### src/rtl/operand_sequencer.sv
// Keypad operand sequencer: collects operand A then operand B from edge-detected
// key events, presents the pair to an ALU with a valid/ack handshake, and abandons stalled B entry.
module operand_sequencer #(
  parameter int unsigned TIMEOUT = 1000
) (
  input  logic       clk,
  input  logic       rst_n,
  input  logic [3:0] key_digit,
  input  logic       key_strobe,
  input  logic       key_enter,
  input  logic       key_clear,
  input  logic       op_ack,
  output logic [3:0] op_a,
  output logic [3:0] op_b,
  output logic       sel,
  output logic       op_valid,
  output logic       timeout_err
);

  typedef enum logic [1:0] {
    ENT_A = 2'd0,
    ENT_B = 2'd1,
    DONE  = 2'd2
  } state_t;

  localparam logic [15:0] IDLE_LAST = 16'(TIMEOUT - 1);

  state_t      r_state;
  logic [3:0]  r_op_a;
  logic [3:0]  r_op_b;
  logic        r_sel;
  logic        r_op_valid;
  logic        r_timeout_err;
  logic [15:0] r_idle_cnt;

  logic        r_strobe_q;
  logic        r_enter_q;
  logic        r_clear_q;

  logic        w_strobe_ev;
  logic        w_enter_ev;
  logic        w_clear_ev;
  logic        w_idle_expired;

  // Previous-sample registers; a held key produces exactly one event.
  // NOTE: sequential state uses non-blocking assignments so every register
  // samples the pre-edge value of its neighbours, regardless of statement order.
  always_ff @(posedge clk or negedge rst_n) begin
    if (!rst_n) begin
      r_strobe_q <= 1'b0;
      r_enter_q  <= 1'b0;
      r_clear_q  <= 1'b0;
    end else begin
      r_strobe_q <= key_strobe;
      r_enter_q  <= key_enter;
      r_clear_q  <= key_clear;
    end
  end

  assign w_strobe_ev    = key_strobe & ~r_strobe_q;
  assign w_enter_ev     = key_enter  & ~r_enter_q;
  assign w_clear_ev     = key_clear  & ~r_clear_q;
  assign w_idle_expired = (r_idle_cnt == IDLE_LAST);

  always_ff @(posedge clk or negedge rst_n) begin
    if (!rst_n) begin
      r_state       <= ENT_A;
      r_op_a        <= 4'h0;
      r_op_b        <= 4'h0;
      r_sel         <= 1'b0;
      r_op_valid    <= 1'b0;
      r_timeout_err <= 1'b0;
      r_idle_cnt    <= 16'd0;
    end else begin
      r_timeout_err <= 1'b0;
      if (w_clear_ev) begin
        r_state    <= ENT_A;
        r_op_a     <= 4'h0;
        r_op_b     <= 4'h0;
        r_sel      <= 1'b0;
        r_op_valid <= 1'b0;
        r_idle_cnt <= 16'd0;
      end else begin
        case (r_state)
          ENT_A: begin
            if (w_strobe_ev) r_op_a <= key_digit;
            if (w_enter_ev) begin
              r_state    <= ENT_B;
              r_sel      <= 1'b1;
              r_idle_cnt <= 16'd0;
            end
          end
          ENT_B: begin
            if (w_strobe_ev) r_op_b <= key_digit;
            // Enter wins over an expiring idle count in the same cycle.
            if (w_enter_ev) begin
              r_state    <= DONE;
              r_op_valid <= 1'b1;
              r_idle_cnt <= 16'd0;
            end else if (w_strobe_ev) begin
              r_idle_cnt <= 16'd0;
            end else if (w_idle_expired) begin
              r_state       <= ENT_A;
              r_op_b        <= 4'h0;
              r_sel         <= 1'b0;
              r_timeout_err <= 1'b1;
              r_idle_cnt    <= 16'd0;
            end else begin
              r_idle_cnt <= r_idle_cnt + 16'd1;
            end
          end
          DONE: begin
            if (op_ack) begin
              r_state    <= ENT_A;
              r_op_valid <= 1'b0;
              r_sel      <= 1'b0;
            end
          end
          default: begin
            r_state    <= ENT_A;
            r_sel      <= 1'b0;
            r_op_valid <= 1'b0;
            r_idle_cnt <= 16'd0;
          end
        endcase
      end
    end
  end

  assign op_a        = r_op_a;
  assign op_b        = r_op_b;
  assign sel         = r_sel;
  assign op_valid    = r_op_valid;
  assign timeout_err = r_timeout_err;

endmodule
### config.mk
export PLATFORM = sky130hd
export DESIGN_NAME = operand_sequencer
export DESIGN_NICKNAME = d
export VERILOG_FILES = /design/src/rtl/operand_sequencer.sv
export SDC_FILE = /design/constraint.sdc
export NUM_CORES = 1
export LEC_CHECK = 0
export CORE_ASPECT_RATIO = 0.5
export CORE_MARGIN = 3
export CORE_UTILIZATION = 45
export DETAILED_ROUTE_END_ITERATION = 10
export PLACE_DENSITY = 0.76
export SLEW_MARGIN = 20
export SYNTH_ARGS = -nofsm -noshare
export SYNTH_HDL_FRONTEND = slang
export SYNTH_SLANG_ARGS = --single-unit
### constraint.sdc
create_clock -name clk -period 1.6 [get_ports clk]
set_input_delay 0.32 -clock clk [delete_from_list [all_inputs] [get_ports clk]]
set_output_delay 0.32 -clock clk [all_outputs]
set_load 0.03 [all_outputs]
==> results of run 1 <==
-- layer usage --
layer,global-route usage,up-vias
met5,0,-
met4,0.0964,0
met3,0.0542,26
met2,0.399,81
met1,0.277,806
li1,-,718
-- stage by stage --
stage	power, mW	hold slack [ns]	std cells	setup TNS [ns]	instance area, um^2
after detailed placement	1.43	0.490	264	-6.40	2170
final	2.23	0.267	274	-1.83	2370
after CTS	2.20	0.438	274	-1.20	2300
after floorplan	1.18	0.0244	160	-0.208	1630
after global placement	1.41	0.469	264	-4.56	2170
after global routing	2.31	0.265	274	-3.06	2370
-- power breakdown --
| group | internal, mW | switching, mW | leakage (nW) | total (mW) |
|---|---|---|---|---|
| combinational | 0.223 | 0.303 | 0.642 | 0.526 |
| sequential | 0.866 | 0.0364 | 0.431 | 0.903 |
| clock | 0.461 | 0.338 | 0.0541 | 0.799 |
| total | 1.55 | 0.677 | 1.13 | 2.23 |
-- repair_timing --
action / CTS / global route
setup endpoints to repair: 30 / 21
resized for setup: 17 / 16
pin swaps: 5 / 4
setup buffers: 2 / 0
-- layout make-up --
cell class	instances	area [um^2]	share of cell area
clock buffer	5	68.8	0.0291
clock inverter	3	42.5	0.0180
multi-input combinational	118	857	0.362
sequential	32	801	0.338
tap	48	60.1	0.0254
inverter	5	18.8	0.00793
timing repair buffer	63	519	0.219
-- cells by family after synthesis --
group | share of synthesized area
and+or+nand+nor | 0.247
AOI/OAI and AO/OA | 0.185
DFF | 0.496
buffers and inverters | 0.0326
muxes | 0.0310
adders and majority gates | 0.00775
-- placed cells by master, fill, tap and decap left out, drive strengths merged --
master,n
a211o,1
a21o,3
a21oi,9
a221oi,1
a22o,6
a31oi,6
a32o,1
a41oi,1
and3,5
and4,2
and4bb,1
buf,43
bufinv,1
clkbuf,5
clkdlybuf4s50,8
clkinv,1
clkinvlp,1
dfrtp,32
dlygate4sd2,11
dlymetal6s2s,1
ha,1
inv,5
mux2i,5
nand2,11
nand2b,6
nand3,5
nand4,4
nor2,17
nor2b,7
nor3,4
nor3b,1
nor4,1
nor4b,1
o211ai,4
o21ai,9
o22ai,2
o311ai,2
or3,2
-- worst paths after layout --
kind                       cells after the start  slack [ns]        endpoint           from
hold reg to reg                                1        0.49         op_b[1]        op_b[1]
min in group asynchronous                      2        0.41   r_idle_cnt[4]          rst_n
hold / removal                                 1        0.27       r_enter_q      key_enter
setup / recovery                               7       -0.18   r_idle_cnt[4]  r_idle_cnt[0]
setup reg to reg                               7       -0.18   r_idle_cnt[4]  r_idle_cnt[0]
max in group asynchronous                      2        0.89  r_idle_cnt[10]          rst_n
-- sequential cells by signal, summed over array words and instances, names as in the netlist --
name and count:
r_idle_cnt 16, op_a 4, op_b 4, r_state 2, op_valid 1, r_clear_q 1
r_enter_q 1, r_strobe_q 1, sel 1, timeout_err 1
==> flow_summary.json, run 1 <==
{
  "dp_slack_ns": -0.349,
  "synth_seq_cells": 32,
  "yosysWarnings": 0,
  "antenna_found_initial": 0,
  "h-tree-depth": 2,
  "postRouteAntennaNets": 0,
  "worst_pin_slew_ns": 0.437,
  "async_reset_ff_frac": 1.00,
  "max_cap_viol_count": 0,
  "grt_usage": 0.230,
  "worstSkewPairLatency_ns": 0.29,
  "min_period_ns": 1.78,
  "fmax_mhz": 563,
  "finClkSkew_ns": 0.00749,
  "area_delta_synth_final_pct": 46.7,
  "grt_pass1_wl_um": 7980,
  "grt_overflow": 0,
  "dieArea_um2": 4390,
  "synth_seq_area_share": 0.496,
  "drt_iter0_drc": 144,
  "synthCells": 160,
  "clkSinkCount": 32,
  "status": "finished with violations",
  "slew_headroom": 0.706,
  "cp-end-kind": "flop",
  "p_leak_nw": 1.13,
  "slowest_delay_ns": 0.38,
  "finalHoldViolations": 0,
  "clk_pin_slew_ns": 0.08,
  "yosys-top-cells-count": "dfrtp_1 (32), nor2_1 (17), nand2_1 (11), a21oi_1 (9), o21ai_0 (9)",
  "setup_viol": 19,
  "path_cells": "ha_2 > and4bb_2 > nand4_4 > nor2b_4 > buf_6 > and3_1 > a211o_1",
  "final_nets": 236,
  "coreArea_um2": 3210,
  "hold_buffers": 0,
  "portBuffers": 20,
  "yosysTopAreaCell": "dfrtp_1",
  "synthTopCellsByArea": "dfrtp_1 (50%), nor2_1 (4.0%), a22o_1 (3.3%), mux2i_1 (3.1%), a21oi_1 (2.8%)",
  "synth_area_um2": 1610,
  "synth_cell_types": 37,
  "vias": 1631,
  "fillCellCount": 209,
  "crit_arrival_ns": 1.96,
  "utilization": 0.738,
  "cts_tree": "yes",
  "hpwl_um": 3110,
  "hp-class": "input pin to flop",
  "grt_max_degree": 33,
  "wl_met1_um": 2020,
  "worst-setup-path-type": "flop to flop",
  "cp-start-kind": "flop",
  "slew_violations": 0,
  "wl_met2_um": 2420,
  "viasPerCell": 5.95,
  "io_pins": 21,
  "grt_pass1_vias": 1667,
  "synth_top_flop_cell": "dfrtp_1",
  "firstDrtPassIters": 6,
  "yosysMostFrequentCell": "dfrtp_1",
  "top_layer": "met4",
  "critPathMaxFanout": 5,
  "die_x_um": 90.7,
  "initial_core_util": 0.504,
  "critPathBufInv": 1,
  "rsz0062_at_grt": "yes",
  "finalWirelength_um": 4970,
  "finalWeightedCongestion": 0.892,
  "p_per_area_nw_per_um2": 941,
  "worstPathRequired_ns": 1.78,
  "setup_slack_ns": -0.176,
  "ir_worst_vdd_v": 0.000379,
  "critPathTopFamily": "simple AND/OR/NAND/NOR gates",
  "clockBufferDepth": 2,
  "synth.net_count": 171,
  "root_buffer": "clkbuf_8",
  "synth_area_per_cell_um2": 10.1,
  "n_antenna_cell": 0,
  "cts_made_buffers": 5,
  "wl_per_cell_um": 18.1,
  "drive_gt1_frac": 0.341,
  "synth_edf_count": 0,
  "slowest_stage": "dfrtp_1",
  "drc": 0,
  "wl_met3_um": 345,
  "synth_top_area_frac": 0.496,
  "min_period_over_period": 1.11,
  "num_rows": 14,
  "fp.dieH_um": 48.4,
  "violations": "negative setup slack"
}
Power figures use the tool's default switching activity.
==> run 2, diff against run 1 <==
Settings changed: CORE_MARGIN 3 to 1.
==> flow_summary.json, run 2 (synthesis results as in run 1) <==
{
  "drive_gt1_frac": 0.305,
  "clk_pin_slew_ns": 0.07,
  "final_common_cell": "buf_4",
  "crit_arrival_ns": 1.89,
  "min_period_over_period": 1.07,
  "wl_met3_um": 235,
  "finalHoldViolations": 0,
  "postRouteAntennaNets": 0,
  "r2r_start": "r_idle_cnt[1]",
  "slew_headroom": 0.721,
  "dpl-instance-area_um2": 2150,
  "final_nets": 236,
  "cp-end-kind": "flop",
  "viasPerCell": 5.59,
  "endpoint": "r_idle_cnt[4]",
  "h-tree-depth": 2,
  "num_rows": 14,
  "drt_iter0_drc": 54,
  "drc": 0,
  "initial_core_util": 0.504,
  "critPathBufInv": 1,
  "rrSetupSlack_ns": -0.12,
  "final_area_um2": 2330,
  "cts_made_buffers": 5,
  "portBuffers": 20,
  "dieArea_um2": 3840,
  "status": "finished with violations",
  "hpwl_um": 2970,
  "p_per_area_nw_per_um2": 939,
  "finalWirelength_um": 4360,
  "clockBufferDepth": 2,
  "crit_path_start": "r_idle_cnt[1]",
  "grt_max_degree": 33,
  "utilization": 0.726,
  "setup_slack_ns": -0.120,
  "finalWeightedCongestion": 1.01,
  "grt_overflow": 0,
  "worst-setup-path-type": "flop to flop",
  "path_cells": "ha_2 > and4bb_2 > nand4_4 > nor2b_4 > buf_6 > and3_1 > a211o_1",
  "firstDrtPassIters": 4,
  "slew_violations": 0,
  "finClkSkew_ns": 0.00626,
  "grt_pass1_vias": 1560,
  "critPathTopFamily": "simple AND/OR/NAND/NOR gates",
  "n_antenna_cell": 0,
  "setup_viol": 13,
  "final_cell_mix": "buf_4 (39), dfrtp_1 (32), nor2_1 (16), nand2_1 (11), dlygate4sd2_1 (10)",
  "top_register": "r_idle_cnt",
  "rsz0062_at_grt": "yes",
  "r2r_cells": 7,
  "seqCellArea_um2": 801,
  "dpl.cell_count": 261,
  "whs_ns": 0.433,
  "cp-start-kind": "flop",
  "fmax_mhz": 581,
  "critPathMaxFanout": 5,
  "die_x_um": 86.7,
  "area_delta_synth_final_pct": 44.3,
  "cts_tree": "yes",
  "slowest_stage": "dfrtp_1",
  "wl_per_cell_um": 15.9,
  "fp.dieH_um": 44.4,
  "multi_input_area_um2": 816,
  "ir_worst_vdd_v": 0.000484,
  "min_period_ns": 1.72,
  "vias": 1531,
  "p_leak_nw": 1.12,
  "coreArea_um2": 3210,
  "hp-class": "input pin to async pin",
  "hold_buffers": 0,
  "fillCellCount": 222,
  "cp.depth": 7,
  "largest_reg_flops": 16,
  "root_buffer": "clkbuf_8",
  "violations": "negative setup slack",
  "wl_met2_um": 2150,
  "worstSkewPairLatency_ns": 0.29,
  "top_layer": "met4",
  "clkSinkCount": 32,
  "grt_usage": 0.249,
  "max_cap_viol_count": 0,
  "instances_no_fill": 274,
  "wl_met1_um": 1940,
  "worstPathRequired_ns": 1.77,
  "io_pins": 21,
  "grt_pass1_wl_um": 7110,
  "worst_pin_slew_ns": 0.418,
  "antenna_found_initial": 0,
  "slowest_delay_ns": 0.36,
  "rr_endpoint": "r_idle_cnt[4]"
}
run 2: cell count changes in the layout (fill, tap and decap cells not counted), sizes merged:
cell / before / now
clkdlybuf4s50: 8 / 9
dlygate4sd2: 11 / 10
run 2: metrics by stage:
| stage | setup TNS [ns] | setup slack (ns) | power [mW] |
|---|---|---|---|
| after floorplan | -0.208 | -0.0687 | 1.18 |
| after global placement | -4.73 | -0.248 | 1.40 |
| after detailed placement | -6.15 | -0.320 | 1.42 |
| after CTS | -0.633 | -0.121 | 2.17 |
| after global routing | -2.40 | -0.186 | 2.27 |
| final | -0.881 | -0.120 | 2.19 |
run 2: area by class of cell:
| class | instances | share of cell area |
|---|---|---|
| Inverter | 5 | 0.00806 |
| Clock inverter | 3 | 0.0183 |
| Clock buffer | 5 | 0.0296 |
| Multi-Input combinational cell | 118 | 0.350 |
| Tap cell | 48 | 0.0258 |
| Timing Repair Buffer | 63 | 0.224 |
| Sequential cell | 32 | 0.344 |
run 2: what timing repair did:
action,4_1_cts,5_1_grt
endpoints found under the setup margin,29,20
setup buffers,3,1
resized for setup,15,11
pin swaps,2,3
gates cloned,0,1
run 2: how the worst min path moves through the flow:
stage | start | end
final | rst_n | r_idle_cnt[1]
after global routing | rst_n | r_idle_cnt[7]
after CTS | rst_n | r_idle_cnt[7]
after detailed placement | sel | sel
after global placement | sel | sel
after floorplan | rst_n | op_a[0]
run 2: worst register-to-register path, stage by stage (launching register included):
cell	delay, ns
dfrtp_1	0.36
ha_2	0.19
and4bb_2	0.26
nand4_4	0.12
nor2b_4	0.18
buf_6	0.12
and3_1	0.15
a211o_1	0.22
run 2: report_power, final:
group / internal (mW) / switching [mW] / total, mW
Clock: 0.461 / 0.321 / 0.782
Sequential: 0.867 / 0.0336 / 0.900
Combinational: 0.215 / 0.288 / 0.503
run 2: per-layer routing:
metal	up-vias	track usage
met2	47	0.451
met5	-	0
met4	0	0.0900
met1	754	0.299
met3	5	0.0560
li1	725	-
